<file path="config.mk">
export PLATFORM = sky130hd
export DESIGN_NAME = writeback_module
export DESIGN_NICKNAME = d
export VERILOG_FILES = /design/src/rtl/buffer_pkgs.sv /design/src/rtl/wb_arbiter.sv /design/src/rtl/writeback_module.sv
export SDC_FILE = /design/constraint.sdc
export NUM_CORES = 2
export LEC_CHECK = 0
export CORE_ASPECT_RATIO = 1.75
export CORE_MARGIN = 1
export CORE_UTILIZATION = 25
export DETAILED_ROUTE_END_ITERATION = 7
export PLACE_DENSITY = 0.42
export SYNTH_ARGS = -nofsm -noshare
export SYNTH_HDL_FRONTEND = slang
export SYNTH_SLANG_ARGS = --single-unit
</file>
<file path="constraint.sdc">
create_clock -name clk_i -period 26.3 [get_ports clk_i]
set_input_delay 7.89 -clock clk_i [delete_from_list [all_inputs] [get_ports clk_i]]
set_output_delay 7.89 -clock clk_i [all_outputs]
set_load 0.02 [all_outputs]
</file>
<file path="src/rtl/buffer_pkgs.sv">
// Shared types for the writeback stage: FU result records, RAT snapshot,
// physical-register / free-list widths and the writeback FSM encoding.
package buffer_pkgs;

    localparam int PREG_W    = 6;
    localparam int NUM_AREGS = 32;
    localparam int FL_PTR_W  = 6;
    localparam int ROB_IDX_W = 4;
    localparam int CK_TAG_W  = 4;

    // Channel indices inside the 3-bit request/grant vectors
    localparam int CH_ALU = 0;
    localparam int CH_LSU = 1;
    localparam int CH_BR  = 2;

    typedef logic [NUM_AREGS-1:0][PREG_W-1:0] rat_map_t;

    typedef struct packed {
        logic [PREG_W-1:0]    tag;
        logic [ROB_IDX_W-1:0] rob_idx;
        logic [31:0]          data;
        logic                 has_dest;
    } alu_out_t;

    typedef struct packed {
        logic [PREG_W-1:0]    tag;
        logic [ROB_IDX_W-1:0] rob_idx;
        logic [31:0]          data;
        logic                 has_dest;
    } lsu_out_t;

    typedef struct packed {
        logic [PREG_W-1:0]    tag;
        logic [ROB_IDX_W-1:0] rob_idx;
        logic [31:0]          data;
        logic                 has_dest;
        logic                 mispredict;
        logic [31:0]          target_pc;
        logic [CK_TAG_W-1:0]  chkpt_tag;
    } branch_out_t;

    typedef enum logic [1:0] {
        RUN     = 2'd0,
        RECOVER = 2'd1,
        FLUSH   = 2'd2
    } wb_state_e;

endpackage

</file>
<file path="src/rtl/wb_arbiter.sv">
// Three-way single-grant arbiter for the writeback stage. Fixed priority
// BR > LSU > ALU by default; round-robin with branch starvation override when WB_RR_ARB_EN is defined.
module wb_arbiter
    import buffer_pkgs::*;
(
    input  logic       clk,
    input  logic       rst,
    input  logic       en,
    input  logic [2:0] req,
    output logic [2:0] gnt
);

`ifdef WB_RR_ARB_EN
    logic [1:0] ptr;
    logic [1:0] br_wait;
    logic [5:0] req_dbl;
    logic [2:0] req_rot;
    logic [2:0] pick_rot;
    logic [5:0] pick_dbl;

    // Rotate so the pointer channel sits at bit 0, take the lowest set bit,
    // then rotate the one-hot back into channel order.
    always_comb begin
        req_dbl  = {req, req} >> ptr;
        req_rot  = req_dbl[2:0];
        pick_rot = req_rot & (~req_rot + 3'd1);
        pick_dbl = {pick_rot, pick_rot} << ptr;
        gnt      = 3'b000;
        if (en) begin
            if (req[CH_BR] && br_wait >= 2'd2)
                gnt[CH_BR] = 1'b1;
            else
                gnt = pick_dbl[5:3];
        end
    end

    always_ff @(posedge clk) begin
        if (rst) begin
            ptr     <= 2'(CH_ALU);
            br_wait <= 2'd0;
        end else if (en) begin
            if (gnt[CH_ALU]) ptr <= 2'(CH_LSU);
            if (gnt[CH_LSU]) ptr <= 2'(CH_BR);
            if (gnt[CH_BR])  ptr <= 2'(CH_ALU);
            if (req[CH_BR] && !gnt[CH_BR])
                br_wait <= (br_wait == 2'd3) ? br_wait : br_wait + 2'd1;
            else
                br_wait <= 2'd0;
        end
    end
`else
    logic unused_clk_rst;
    assign unused_clk_rst = clk ^ rst;

    always_comb begin
        gnt = 3'b000;
        if (en) begin
            if (req[CH_BR])       gnt[CH_BR]  = 1'b1;
            else if (req[CH_LSU]) gnt[CH_LSU] = 1'b1;
            else if (req[CH_ALU]) gnt[CH_ALU] = 1'b1;
        end
    end
`endif

endmodule

</file>
<file path="src/rtl/writeback_module.sv">
// Writeback/complete stage: grants one FU result per cycle, drives CDB/PRF/ROB
// completion, and on a branch mispredict drives recovery from the checkpoint table. Optional: WB_RR_ARB_EN.
module writeback_module
    import buffer_pkgs::*;
#(
    parameter int  ROB_DEPTH   = 16,
    parameter int  CHKPT_DEPTH = 16,
    parameter type AO          = alu_out_t,
    parameter type BO          = branch_out_t,
    parameter type LO          = lsu_out_t,
    localparam int ROB_W       = $clog2(ROB_DEPTH),
    localparam int CK_W        = $clog2(CHKPT_DEPTH)
) (
    input  logic                clk_i,
    input  logic                rst_i,

    input  logic                alu_valid_i,
    output logic                alu_ready_o,
    input  AO                   alu_data_i,
    input  logic                br_valid_i,
    output logic                br_ready_o,
    input  BO                   br_data_i,
    input  logic                lsu_valid_i,
    output logic                lsu_ready_o,
    input  LO                   lsu_data_i,

    output logic                cdb_valid_o,
    output logic [PREG_W-1:0]   cdb_tag_o,
    output logic                prf_wb_en_o,
    output logic [PREG_W-1:0]   prf_wb_addr_o,
    output logic [31:0]         prf_wb_data_o,
    output logic                rob_complete_valid_o,
    output logic [ROB_W-1:0]    rob_complete_idx_o,
    output logic                rob_complete_mispredict_o,

    input  logic                chkpt_we_i,
    input  logic [CK_W-1:0]     chkpt_tag_i,
    input  rat_map_t            chkpt_rat_map_i,
    input  logic [FL_PTR_W-1:0] chkpt_fl_head_i,
    input  logic [FL_PTR_W-1:0] chkpt_fl_tail_i,
    input  logic [FL_PTR_W:0]   chkpt_fl_free_count_i,
    input  logic [ROB_W-1:0]    chkpt_rob_tail_i,
    input  logic [ROB_W:0]      chkpt_rob_used_i,

    output logic                recover_o,
    output rat_map_t            rat_recover_map_o,
    output logic [FL_PTR_W-1:0] fl_recover_head_o,
    output logic [FL_PTR_W-1:0] fl_recover_tail_o,
    output logic [FL_PTR_W:0]   fl_recover_free_count_o,
    output logic [ROB_W-1:0]    rob_recover_tail_o,
    output logic [ROB_W:0]      rob_recover_used_o,

    output logic                redirect_o,
    output logic [31:0]         redirect_pc_o,
    output logic                flush_o
);

    typedef struct packed {
        rat_map_t            rat;
        logic [FL_PTR_W-1:0] fl_head;
        logic [FL_PTR_W-1:0] fl_tail;
        logic [FL_PTR_W:0]   fl_cnt;
        logic [ROB_W-1:0]    rob_tail;
        logic [ROB_W:0]      rob_used;
    } chkpt_t;

    wb_state_e state;
    logic      run;
    logic [2:0] req;
    logic [2:0] gnt;

    assign run = (state == RUN);
    assign req = {br_valid_i, lsu_valid_i, alu_valid_i};

    wb_arbiter u_arb (
        .clk (clk_i),
        .rst (rst_i),
        .en  (run),
        .req (req),
        .gnt (gnt)
    );

    // Grant is already qualified by valid and state, so ready is just grant.
    assign alu_ready_o = gnt[CH_ALU];
    assign lsu_ready_o = gnt[CH_LSU];
    assign br_ready_o  = gnt[CH_BR];

    logic                 acc;
    logic                 br_mispred_acc;
    logic [PREG_W-1:0]    sel_tag;
    logic [ROB_IDX_W-1:0] sel_rob;
    logic [31:0]          sel_data;
    logic                 sel_hd;
    logic                 sel_mp;

    assign acc            = |gnt;
    assign br_mispred_acc = gnt[CH_BR] & br_data_i.mispredict;

    always_comb begin
        sel_tag  = '0;
        sel_rob  = '0;
        sel_data = '0;
        sel_hd   = 1'b0;
        sel_mp   = 1'b0;
        if (gnt[CH_BR]) begin
            // Branches never write a destination register here.
            sel_rob = br_data_i.rob_idx;
            sel_mp  = br_data_i.mispredict;
        end else if (gnt[CH_LSU]) begin
            sel_tag  = lsu_data_i.tag;
            sel_rob  = lsu_data_i.rob_idx;
            sel_data = lsu_data_i.data;
            sel_hd   = lsu_data_i.has_dest;
        end else if (gnt[CH_ALU]) begin
            sel_tag  = alu_data_i.tag;
            sel_rob  = alu_data_i.rob_idx;
            sel_data = alu_data_i.data;
            sel_hd   = alu_data_i.has_dest;
        end
    end

    logic unused_br_fields;
    assign unused_br_fields = ^{br_data_i.tag, br_data_i.data, br_data_i.has_dest};

    // Checkpoint table: not reset; contents are only read after being written.
    chkpt_t          chkpt_tbl [CHKPT_DEPTH];
    logic [CK_W-1:0] ck_rd_idx;
    chkpt_t          ck_rd;

    assign ck_rd_idx = CK_W'(br_data_i.chkpt_tag);
    assign ck_rd     = chkpt_tbl[ck_rd_idx];

    always_ff @(posedge clk_i) begin
        if (chkpt_we_i) begin
            chkpt_tbl[chkpt_tag_i] <= '{
                rat:      chkpt_rat_map_i,
                fl_head:  chkpt_fl_head_i,
                fl_tail:  chkpt_fl_tail_i,
                fl_cnt:   chkpt_fl_free_count_i,
                rob_tail: chkpt_rob_tail_i,
                rob_used: chkpt_rob_used_i
            };
        end
    end

    // FSM and registered output stage. A read of the table on the same edge
    // as a write to that slot sees the pre-write contents.
    always_ff @(posedge clk_i) begin
        if (rst_i) begin
            state                     <= RUN;
            cdb_valid_o               <= 1'b0;
            cdb_tag_o                 <= '0;
            prf_wb_en_o               <= 1'b0;
            prf_wb_addr_o             <= '0;
            prf_wb_data_o             <= '0;
            rob_complete_valid_o      <= 1'b0;
            rob_complete_idx_o        <= '0;
            rob_complete_mispredict_o <= 1'b0;
            recover_o                 <= 1'b0;
            rat_recover_map_o         <= '0;
            fl_recover_head_o         <= '0;
            fl_recover_tail_o         <= '0;
            fl_recover_free_count_o   <= '0;
            rob_recover_tail_o        <= '0;
            rob_recover_used_o        <= '0;
            redirect_o                <= 1'b0;
            redirect_pc_o             <= '0;
            flush_o                   <= 1'b0;
        end else begin
            cdb_valid_o               <= 1'b0;
            prf_wb_en_o               <= 1'b0;
            rob_complete_valid_o      <= 1'b0;
            rob_complete_mispredict_o <= 1'b0;
            recover_o                 <= 1'b0;
            redirect_o                <= 1'b0;
            flush_o                   <= 1'b0;
            unique case (state)
                RUN: begin
                    if (acc) begin
                        rob_complete_valid_o      <= 1'b1;
                        rob_complete_idx_o        <= ROB_W'(sel_rob);
                        rob_complete_mispredict_o <= sel_mp;
                        cdb_valid_o               <= sel_hd;
                        cdb_tag_o                 <= sel_tag;
                        prf_wb_en_o               <= sel_hd;
                        prf_wb_addr_o             <= sel_tag;
                        prf_wb_data_o             <= sel_data;
                    end
                    if (br_mispred_acc) begin
                        state                   <= RECOVER;
                        recover_o               <= 1'b1;
                        redirect_o              <= 1'b1;
                        flush_o                 <= 1'b1;
                        redirect_pc_o           <= br_data_i.target_pc;
                        rat_recover_map_o       <= ck_rd.rat;
                        fl_recover_head_o       <= ck_rd.fl_head;
                        fl_recover_tail_o       <= ck_rd.fl_tail;
                        fl_recover_free_count_o <= ck_rd.fl_cnt;
                        rob_recover_tail_o      <= ck_rd.rob_tail;
                        rob_recover_used_o      <= ck_rd.rob_used;
                    end
                end
                RECOVER: begin
                    flush_o <= 1'b1;
                    state   <= FLUSH;
                end
                FLUSH:   state <= RUN;
                default: state <= RUN;
            endcase
        end
    end

endmodule
</file>
==> reports/metrics.csv <==
metric;value;unit
Final HPWL DP;213.9;mm
metal2 WL;207.3;mm
main flop type after synthesis;edfxtp_1;
leak pwr;52.30;nW
synth unique cells;36;
Hold-fix buffers, CTS;0;
Core Box Area;0.5640;mm^2
Worst Hold Class;reg2reg;
routed len/inst;26.96;um
Worst Tran Pin Value;1.119;ns
Slew HR;0.2525;
Die ar.;0.5689;mm^2
Final GP Congestion;0.7187;
clk buf depth;4;
Period minus WS final;18.31;ns
final setup margin;7.988;ns
area overhead of the layout relative to synthesis;19.92;%
Final Skew;0.06484;ns
Synth Area per Inst;22.76;um^2
clock sink count;3821;
initial antenna violation count;95;
crit end category;output pin;
final period utilization;0.6963;
wl on met1;161.0;mm
layout cells sized above 1;0.2470;
count of final setup violators;0;
Synth Area in XOR/XNOR;0;
Worst Setup Start Kind;input port;
CP required;18.41;ns
post-placement setup slack;7.959;ns
mux share of post-synthesis cell area;0.1580;
gr ovfl total;0;
met3 WL;22.74;mm
Initial Util;0.2508;
Gate Count Post-Synth;6214;
first-pass GRT wire length;564.6;mm
post-synthesis sequential area ratio;0.7900;
Post-synth EDFFs;3520;
critical path type;in2out;
Max VDD drop;0.05582;mV
cell area after synthesis;0.1414;mm^2
footprint of the multi-input gates;0.02803;mm^2
worst-skew pair later-pin latency;0.93;ns
DRT iter0 DRCs;4793;
nets;7458;
Max Fclk;0.05461;GHz
TritonCTS buffer count;369;
Warnings, synthesis;0;
max-slew violation count;0;
FP Rows;365;
PortBufs;666;
setup bufs post-CTS;0;
post-synthesis async set-or-reset flop share;0;
RSZ-0062 raised after global routing;false;
via count;66950;
H-tree Lvls;5;
Adder-Cell Fraction of Synth Area;0;
number of global-route vias before repair;73800;
GRT Util Overall;0.1384;
Remaining DRCs;0;
Clock Root Buffer;clkbuf_16;
clk slew on worst S/H paths;0.06;ns
complex-gate fraction of the synthesized area;0.02850;
CTS tree;built;
Post-CTS Resized;0;
DR pass1 iterations;7;
max-cap viol count;0;
I/O pin cnt;706;
die height;997.0;um
Crit Path Max Fanout;43;
final hold violation count;0;
post-synthesis net count;6610;
# fillers;54670;
status;finished, final reports clean;
WL final;402.2;mm
Synth Register Bits;3821;
DIE WIDTH;570.6;um
Avg Vias per Cell;4.488;
pwr/cell area;76.05;mW/mm^2
CP arrival;10.42;ns
setup TNS;0;ns
Antenna Violating Nets Remaining;0;
largest net degree at the start of global routing;135;
Top Metal Used;met5;
FF+latch area;0.1117;mm^2
Synth Area in Simple Gates;0.01041;
largest family of logic cells by synthesized area;multiplexers;
-- area by class of cell --
cell class,instances,share of cell area
Sequential cell,3821,0.6587
Antenna cell,22,0.0003246
Multi-Input combinational cell,2030,0.1653
Clock buffer,506,0.05990
Inverter,6,0.0001328
Timing Repair Buffer,834,0.04850
Clock inverter,175,0.01165
Tap cell,7523,0.05550
-- where the power goes --
| part | internal (W) | total (W) | leakage [nW] | switching, W |
|---|---|---|---|---|
| clock network | 0.00301 | 0.00538 | 5.93 | 0.00237 |
| logic | 0.000302 | 0.000697 | 12.1 | 0.000395 |
| registers | 0.00678 | 0.00682 | 34.3 | 0.0000474 |
-- routing by layer --
layer  up-vias  global-route usage
met1     36700              0.1663
li1      27980                   -
met2      1616              0.2493
met5         -                   0
met3       583             0.02821
met4        64             0.03728
-- kinds of logic after synthesis --
family | count (synthesis)
AND/OR/NAND/NOR | 364
multiplexers | 1108
flip-flops | 3821
buffers and inverters | 363
AO/OA/AOI/OAI | 558
-- cells in the mapped netlist (16+ instances only) --
cell | number | share of area
a221oi_1 | 16 | 0.00099
mux2_2 | 199 | 0.016
buf_6 | 41 | 0.0033
clkbuf_1 | 164 | 0.0044
mux2i_1 | 29 | 0.0021
mux4_2 | 880 | 0.14
nand2_1 | 306 | 0.0081
dfxtp_1 | 301 | 0.043
a22oi_1 | 436 | 0.023
a21oi_1 | 71 | 0.0025
nor2_1 | 20 | 0.00053
buf_2 | 109 | 0.0039
edfxtp_1 | 3520 | 0.75
buf_1 | 31 | 0.00082
nor3_1 | 18 | 0.00064
-- layout by cell type (no fill, tap or decap), drive strengths merged, types with 22 or more instances in the layout --
cell type	netlist	final
buf	193	173
diode	0	22
bufinv	0	29
clkbuf	164	506
a21oi	71	71
clkinv	0	126
a22oi	436	436
mux2	199	199
mux4	880	880
mux2i	29	29
nand2	306	306
clkdlybuf4s50	0	661
edfxtp	3520	3520
dfxtp	301	301
-- state kept, by name, summed over array words and instances (netlist names), 2 cells and up --
name and count:
chkpt_tbl 3520, fl_recover_free_count_o 7, fl_recover_head_o 6, fl_recover_tail_o 6, prf_wb_addr_o 6, prf_wb_data_o 32
rat_recover_map_o 192, redirect_pc_o 32, rob_complete_idx_o 4, rob_recover_tail_o 4, rob_recover_used_o 5, state 2
-- worst paths after layout --
check                                       from                     end  slack [ns]  depth (start not counted)
worst max register to register          state[0]  rat_recover_map_o[153]       22.16                          8
worst min register to register  redirect_pc_o[4]        redirect_pc_o[4]        0.45                          2
worst max-delay path                  br_valid_i             lsu_ready_o        7.99                          5
worst min-delay path            redirect_pc_o[4]        redirect_pc_o[4]        0.45                          2
-- worst max-delay path, stage by stage --
cell,delay (ns)
clkdlybuf4s50_1,0.70
or3_1,0.56
nor2_4,0.12
buf_4,0.43
clkdlybuf4s50_1,0.70
-- through the flow --
step | hold WS, ns | power (W) | utilization | cell area [um^2] | instances
global placement | 0.4451 | 0.007657 | 0.2791 | 157400 | 14210
global route | 0.4738 | 0.01332 | 0.3006 | 169600 | 14900
floorplan | 0.4601 | 0.007338 | - | 141400 | 6214
finish | 0.4529 | 0.01290 | 0.3007 | 169600 | 14920
detailed placement | 0.4472 | 0.007675 | 0.2791 | 157400 | 14210
CTS | 0.4571 | 0.01309 | 0.3006 | 169600 | 14900
Note: power is estimated with default switching activity, not from simulation.
